File: config.mk
export PLATFORM = sky130hd
export DESIGN_NAME = rs_bank_arbiter
export DESIGN_NICKNAME = d
export VERILOG_FILES = /design/src/rtl/rs_bank_pkg.sv /design/src/rtl/rr_arbiter.sv /design/src/rtl/rs_bank_arbiter.sv
export SDC_FILE = /design/constraint.sdc
export NUM_CORES = 1
export LEC_CHECK = 0
export ABC_CLOCK_PERIOD_IN_PS = 7500
export BUFFER_PORTS_ARGS = -buffer_cell sky130_fd_sc_hd__buf_2
export CAP_MARGIN = 20
export CORE_ASPECT_RATIO = 1.5
export CORE_MARGIN = 3
export CORE_UTILIZATION = 56
export DETAILED_ROUTE_END_ITERATION = 10
export PLACE_DENSITY = 0.86
export SLEW_MARGIN = 30
export SYNTH_ARGS = -nofsm -noshare
export SYNTH_HDL_FRONTEND = slang
export SYNTH_SLANG_ARGS = --single-unit
export TNS_END_PERCENT = 5
File: constraint.sdc
create_clock -name CLK -period 7.5 [get_ports CLK]
set_input_delay 0.75 -clock CLK [delete_from_list [all_inputs] [get_ports CLK]]
set_output_delay 0.75 -clock CLK [all_outputs]
set_load 0.03 [all_outputs]
File: src/rtl/rs_bank_pkg.sv
// Shared types and constants for the RS flip-flop bank arbiter.
// Holds the controller state encoding, the operation codes and the mask bus sizing helper.
package rs_bank_pkg;

    typedef enum logic [2:0] {
        ST_INIT,
        ST_INIT_SETTLE,
        ST_IDLE,
        ST_DRIVE,
        ST_SETTLE,
        ST_DONE
    } state_t;

    localparam logic OP_SET   = 1'b1;
    localparam logic OP_CLEAR = 1'b0;

    function automatic int mask_bus_w(input int nreq, input int width);
        return nreq * width;
    endfunction

endpackage

File: src/rtl/rr_arbiter.sv
// Round-robin pick: first requester at or after ptr, wrapping modulo NREQ.
// Purely combinational; no state and no backpressure of its own.
module rr_arbiter #(
    parameter int NREQ = 4,
    parameter int PW   = $clog2(NREQ)
) (
    input  logic [NREQ-1:0] req,
    input  logic [PW-1:0]   ptr,
    output logic [NREQ-1:0] grant,
    output logic [PW-1:0]   idx
);

    int            cand;
    logic [PW-1:0] cand_idx;
    logic          found;

    always_comb begin
        grant    = '0;
        idx      = '0;
        found    = 1'b0;
        cand     = 0;
        cand_idx = '0;
        for (int k = 0; k < NREQ; k++) begin
            cand = int'(ptr) + k;
            if (cand >= NREQ) begin
                cand = cand - NREQ;
            end
            cand_idx = PW'(cand);
            if (!found && req[cand_idx]) begin
                found           = 1'b1;
                grant[cand_idx] = 1'b1;
                idx             = cand_idx;
            end
        end
    end

endmodule

File: src/rtl/rs_bank_arbiter.sv
// Arbitrates set/clear requests onto a shared RS flip-flop bank and confirms each write by readback.
// A grant sampled in IDLE drives the bank next cycle and acks three cycles after the sample.
module rs_bank_arbiter
    import rs_bank_pkg::*;
#(
    parameter int NREQ  = 4,
    parameter int WIDTH = 8
) (
    input  logic                                CLK,
    input  logic                                RST,
    input  logic [NREQ-1:0]                     REQ,
    input  logic [NREQ-1:0]                     OP,
    input  logic [mask_bus_w(NREQ, WIDTH)-1:0]  MASK,
    input  logic [WIDTH-1:0]                    Q_IN,
    output logic [WIDTH-1:0]                    S_BUS,
    output logic [WIDTH-1:0]                    R_BUS,
    output logic [NREQ-1:0]                     ACK,
    output logic                                ERR,
    output logic                                BUSY
);

    localparam int PW = $clog2(NREQ);

    state_t            state, state_nxt;
    logic              init_drv;
    logic [PW-1:0]     ptr, win_idx, win_l;
    logic [NREQ-1:0]   grant;
    logic              op_l;
    logic [WIDTH-1:0]  mask_l, win_mask, exp_q;
    logic              mismatch;
    logic [WIDTH-1:0]  s_nxt, r_nxt;
    logic [NREQ-1:0]   ack_nxt;
    logic              err_nxt, busy_nxt;

    rr_arbiter #(.NREQ(NREQ), .PW(PW)) u_arb (
        .req   (REQ),
        .ptr   (ptr),
        .grant (grant),
        .idx   (win_idx)
    );

    assign win_mask = MASK[win_idx*WIDTH +: WIDTH];
    assign exp_q    = (op_l == OP_SET) ? mask_l : '0;
    assign mismatch = (Q_IN & mask_l) != exp_q;

    always_ff @(posedge CLK) begin
        state <= state_nxt;
    end

    // Outputs are decoded from the next state so each registered value lines up with its state.
    always_comb begin
        state_nxt = state;
        s_nxt     = '0;
        r_nxt     = '0;
        ack_nxt   = '0;
        err_nxt   = 1'b0;
        busy_nxt  = 1'b1;
        case (state)
            ST_INIT: begin
                if (init_drv) begin
                    state_nxt = ST_INIT_SETTLE;
                end else begin
                    r_nxt = '1;
                end
            end
            ST_INIT_SETTLE: begin
                state_nxt = ST_IDLE;
                busy_nxt  = 1'b0;
            end
            ST_IDLE: begin
                if (|grant) begin
                    state_nxt = ST_DRIVE;
                    if (OP[win_idx] == OP_SET) begin
                        s_nxt = win_mask;
                    end else begin
                        r_nxt = win_mask;
                    end
                end else begin
                    busy_nxt = 1'b0;
                end
            end
            ST_DRIVE: begin
                state_nxt = ST_SETTLE;
            end
            ST_SETTLE: begin
                state_nxt        = ST_DONE;
                ack_nxt[win_l]   = 1'b1;
                err_nxt          = mismatch;
            end
            ST_DONE: begin
                state_nxt = ST_IDLE;
                busy_nxt  = 1'b0;
            end
            default: begin
                state_nxt = ST_INIT;
            end
        endcase
        if (RST) begin
            state_nxt = ST_INIT;
            s_nxt     = '0;
            r_nxt     = '0;
            ack_nxt   = '0;
            err_nxt   = 1'b0;
            busy_nxt  = 1'b1;
        end
    end

    always_ff @(posedge CLK) begin
        S_BUS <= s_nxt;
        R_BUS <= r_nxt;
        ACK   <= ack_nxt;
        ERR   <= err_nxt;
        BUSY  <= busy_nxt;
        if (RST) begin
            init_drv <= 1'b0;
            ptr      <= '0;
        end else begin
            // First INIT cycle after reset drives the clear; the second one moves on.
            init_drv <= (state == ST_INIT);
            if (state == ST_IDLE && |grant) begin
                win_l  <= win_idx;
                op_l   <= OP[win_idx];
                mask_l <= win_mask;
            end
            if (state == ST_DONE) begin
                ptr <= (win_l == PW'(NREQ - 1)) ? '0 : win_l + PW'(1);
            end
        end
    end

endmodule

; After elaboration in Yosys (flattened, before gate mapping)
; Cells that the tools add are included.
[word_totals]
inputBits = 50
output_inout_bits = 22
wordCells = 118
register_bits = 39
[op_classes]
reduce_logical = 19
add_sub_neg = 8
n_mux = 46
n_lt_le_gt_ge = 15
n_shift = 1
bitwise_logic = 9
eq_ne = 9
[ops]
columns = op, count
row1 = $mux W8, 4
row2 = $shiftx A32 B6 Y8, 1
row3 = $lt A2 B3 Y1 const B, 6
row4 = $mux W2, 9
row5 = $mux W4, 4
row6 = $pmux W8 S2, 1
row7 = $pmux W3 S5, 1
row8 = $mux W1, 14
row9 = $or A4 B4 Y4, 3
row10 = $bmux W1 S2, 5
row11 = $demux W1 S2, 5
row12 = $ge A2 B1 Y1 const B, 5
row13 = $ge A3 B3 Y1 const B, 3
row14 = $logic_and A1 B1 Y1, 9
row15 = $and A8 B8 Y8, 1
row16 = $ne A8 B8 Y1, 1
row17 = $reduce_or A4 Y1, 2
row18 = $sub A2 B1 Y2 const B, 4
row19 = $add A2 B2 Y3 const B, 2
row20 = $eq A3 B2 Y1 const B, 2
row21 = $eq A3 B3 Y1 const B, 2
row22 = $mux W3, 2
row23 = $not A1 Y1, 5
row24 = $ne A2 B2 Y1 const B, 2
row25 = other kinds (10), 14

; Depth between registers and ports, before layout
[logic_depth]
ltp_word = 19
mapped_depth = 14
mapped_depth_nobuf = 9

; By module
; From an unflattened synthesis, not the netlist that was laid out.
[unflattened]
cells_unflattened = 184
area_unflattened_um2 = 2127.0
[modules_own_cells]
columns = module, seq_area_each_um2, instances, area_each_um2, cells_per_inst
row1 = rs_bank_arbiter, 890.9, 1, 1637.8, 119
row2 = rr_arbiter, 0.0, 1, 489.2, 65

; Worst setup path before layout
; Ideal clock, no wire load.
[synth_timing]
kind = register -> register
start = register ptr[0]
end = register mask_l[0], enable pin
required_ns = 7.123
synth_period_minus_slack_ns = 3.249
arrival_ns = 2.872
setup_time_ns = 0.377
slack_ns = 4.251
path_stages_with_launch = 13
path_buffers = 5
path_cell_list = dfxtp_1 -> buf_6 -> buf_2 -> inv_1 -> ha_1 -> clkbuf_1 -> mux4_2 -> nor2b_1 -> a211oi_2 -> o32ai_1 -> and3_1 -> buf_2 -> clkbuf_1
[synth_between]
elab_chain_len = 17
word_cells_on_any_way = 62
classes_between = 7 x add/sub / 12 x order compare / 27 x mux / 3 x bitwise / 13 x reduce/logical
[synth_lines]
columns = item, line_no
row1 = start: declaration, rs_bank_arbiter.sv:26  ; logic [PW-1:0] ptr, win_idx, win_l;
row2 = start signal: assignment, rs_bank_arbiter.sv:126  ; ptr <= (win_l == PW'(NREQ - 1)) ? '0 : win_l + PW'(1);
row3 = "parallel branches: the longest is 13 deep, another holds $add A2 B1 Y3", n/a
row4 = $mux W4 *, rr_arbiter.sv:29  ; if (!found && req[cand_idx]) begin
row5 = $reduce_or A4 Y1 *, rs_bank_arbiter.sv:120  ; if (state == ST_IDLE && |grant) begin
row6 = $logic_and A1 B1 Y1 *, rs_bank_arbiter.sv:120
row7 = $reduce_and A2 Y1 (no line) *, n/a
row8 = end signal: assignment, rs_bank_arbiter.sv:123  ; mask_l <= win_mask;
row9 = end: declaration, rs_bank_arbiter.sv:29  ; logic [WIDTH-1:0] mask_l, win_mask, exp_q;
; Mark *: on every way between the ends. The select of a mux whose other input is x is not followed.
; A chain may end at the register's enable or synchronous reset.

; Worst setup path after layout
[layout_timing]
start = register ptr[0]
end = register S_BUS[0]
[layout_between]
elab_chain_len = 18
word_cells_on_any_way = 70
classes_between = 7 x add/sub / 12 x order compare / 1 x shift / 33 x mux / 5 x bitwise / 12 x reduce/logical
[layout_lines]
columns = item, line_no
row1 = "parallel branches: the longest is 18 deep, another holds $add A2 B1 Y3", n/a
row2 = end signal: assignment, rs_bank_arbiter.sv:109  ; S_BUS <= s_nxt;
row3 = end: declaration, rs_bank_arbiter.sv:15  ; output logic [WIDTH-1:0] S_BUS,
; Parallel ways; which one is timed is not known. The select of a mux whose other input is x is not followed.

==> metrics.yaml <==
dpl_worst_slack_ps: 3530
grt_pass1_wl_um: 8280
required_ps: 7730
area_delta_synth_final_pct: 17.4
rows: 28
die_h_um: 85.9
post_dp_cell_area_mm2: 0.00269
dr.pass1.iters: 4
drt_iter0_markers: 59
timing.setup.tns_ps: 0
ios: 72
yosysTopAreaCell: "dfxtp_1"
top_usage_layer: "met2"
power_density_mw_per_mm2: 200
synth_common_cells: "mux2i_1 (29), dfxtp_1 (28), nor2_1 (18)"
ys_seq_elements: 39
htreeDepth: 2
grt_max_degree: 36
final_nets: 359
clock_skew_ps: 3.39
yosysSeqAreaShare: 0.374
antenna_found_initial: 0
synth_top_family_by_area: "compound AO/OA/AOI/OAI gates"
wl_per_cell_um: 14.4
yosys.area.top_type_share: 0.235
viasPerCell: 5.83
slowest_stage: "dfxtp_1"
grt_use_met2: 0.368
path_cells: "inv_1 > ha_1 > o21ai_0 > a32oi_1 > nand2_1 > o2bb2ai_4 > a221o_1 > a21boi_4 > and3_1"
setup_viol: 0
root_buffer: "clkbuf_8"
cp.arrival_ps: 4210
synth.most_common_cell: "mux2i_1"
fill_cells: 315
fmax_mhz: 251
tritoncts: "built"
rsz0062_at_grt: "no"
cts_resized: 0
fin_crit_ps: 3990
cts_hold_buf: 0
grt.met3_usage: 0.0346
grt_use_total: 0.209
leakage_uw: 0.00127
wl_um: 4970
dieWidth_um: 59.3
insertion_delay_ps: 290
gp_congestion: 0.860
hold_path_class: "flop to flop"
hpwl_um: 3810
synth_mux_area_frac: 0.155
maxCapViolations: 0
synthAdderAreaFrac: 0.0525
tightest_slew_ps: 961
finalCritPeriodShare: 0.532
synth-edff-count: 11
start_kind: "flop"
clockBufferDepth: 2
synth_area_leaders: "dfxtp_1 (24%), edfxtp_1 (14%), mux2i_1 (12%), ha_1 (5.3%), a221o_1 (3.8%)"
grt_pass1_vias: 1884
slew_viol_final: 0
insertedDiodeCount: 0
met1_usage: 0.252
relSlewSlack: 0.360
synth_compound_area_frac: 0.186
finalWorstSetupSlack_ps: 3510
ys.flop_type: "dfxtp_1"
synth_area_per_cell_um2: 10.0
drtAntennaViolNets: 0
ys_async_sr_fraction: 0
vias: 2011
path_max_fanout: 35
hold_viol_final: 0
vdd_drop_max_mv: 0.155
outcome: "completed"
tritoncts.num_buffers: 5
final_area_mm2: 0.00280
grt-ovfl-total: 0
io_buffers: 71
crit_type: "flop to flop"
yosys_warnings: 0
slowest_delay_ps: 770
clk_pin_slew_ps: 70
fp.dieArea_mm2: 0.00509
postCtsSetupRepairBufs: 0
cts.sinks: 39
syn-cell-area_mm2: 0.00238
synth_xor_area_frac: 0
syn_nets: 298
endpoint_kind: "flop"
drive_gt1_frac: 0.293
yosys.area_share.simple: 0.163
syn_inst: 238
drc_errors: 0
initial_core_util: 0.591
core-area_mm2: 0.00403
ys_types: 47
[metrics by stage]
stage | util | hold WS, ps | instances | total power [uW]
after floorplan | - | 403 | 238 | 354
after global placement | 0.667 | 439 | 337 | 393
after detailed placement | 0.667 | 447 | 337 | 396
after CTS | 0.694 | 459 | 345 | 561
after global routing | 0.694 | 493 | 345 | 587
final | 0.694 | 454 | 345 | 558
[routing by layer]
metal  wire length [um]  up-vias
met5                  0        -
met2               2620       73
met1               1950      943
met3                346        5
li1                   -      990
met4                 57        0
[flip-flops by register name, summed over array words and instances, names as in the netlist, 2 cells and up]
name    cells
state       3
R_BUS       8
win_l       2
S_BUS       8
ACK         4
ptr         2
mask_l      8
[area by class of cell]
type,count,area (um2),share of cell area
clock inverter,3,38.8,0.0139
tap,45,56.3,0.0201
inverter,16,60.1,0.0215
sequential,39,891,0.319
multi-input combinational,166,1330,0.474
timing repair buffer,71,355,0.127
clock buffer,5,68.8,0.0246
[power by group]
group | leakage (uW) | internal, uW | switching (uW) | total, uW
Combinational | 0.000890 | 53.5 | 86.0 | 140
Sequential | 0.000329 | 241 | 11.4 | 252
Clock | 0.0000556 | 97.3 | 68.8 | 166
Total | 0.00127 | 392 | 166 | 558
[path summary, 6_finish.rpt]
check | depth (start not counted) | from | end | slack [ps]
max | 9 | ptr[0] | S_BUS[0] | 3510
min | 1 | state[1] | init_drv | 450
max reg2reg | 9 | ptr[0] | S_BUS[0] | 3510
min reg2reg | 1 | state[1] | init_drv | 450
[critical path, delay by kind of cell, from the launching register on]
kind | cells | cell delay (ps)
AO/OA/AOI/OAI | 5 | 1990
AND/OR/NAND/NOR | 2 | 350
flip-flops | 1 | 770
buffers and inverters | 1 | 270
adder cells (fa/ha/maj) | 1 | 540
[cell usage in the layout (no fill, tap or decap), drive strengths merged, types with 4 or more instances in the layout]
cell    synthesis  routed
a21oi           7       7
a221o           9       9
and2            5       5
and3           10      10
buf            12      71
clkbuf          5       5
dfxtp          28      28
edfxtp         11      11
ha             10      10
inv            16      16
mux2i          29      29
nand2           5       5
nand2b          9       9
nand3b          9       9
nor2           18      18
nor3            4       4
o21ai          14      14
[cells by family (layout without fill, tap and decap cells)]
kind of cell	count (synthesis)	after routing
flops	39	39
buf+inv	33	95
compound gates	53	53
simple gates	70	70
fa+ha+maj	10	10
mux	33	33
Power figures use the tool's default switching activity.
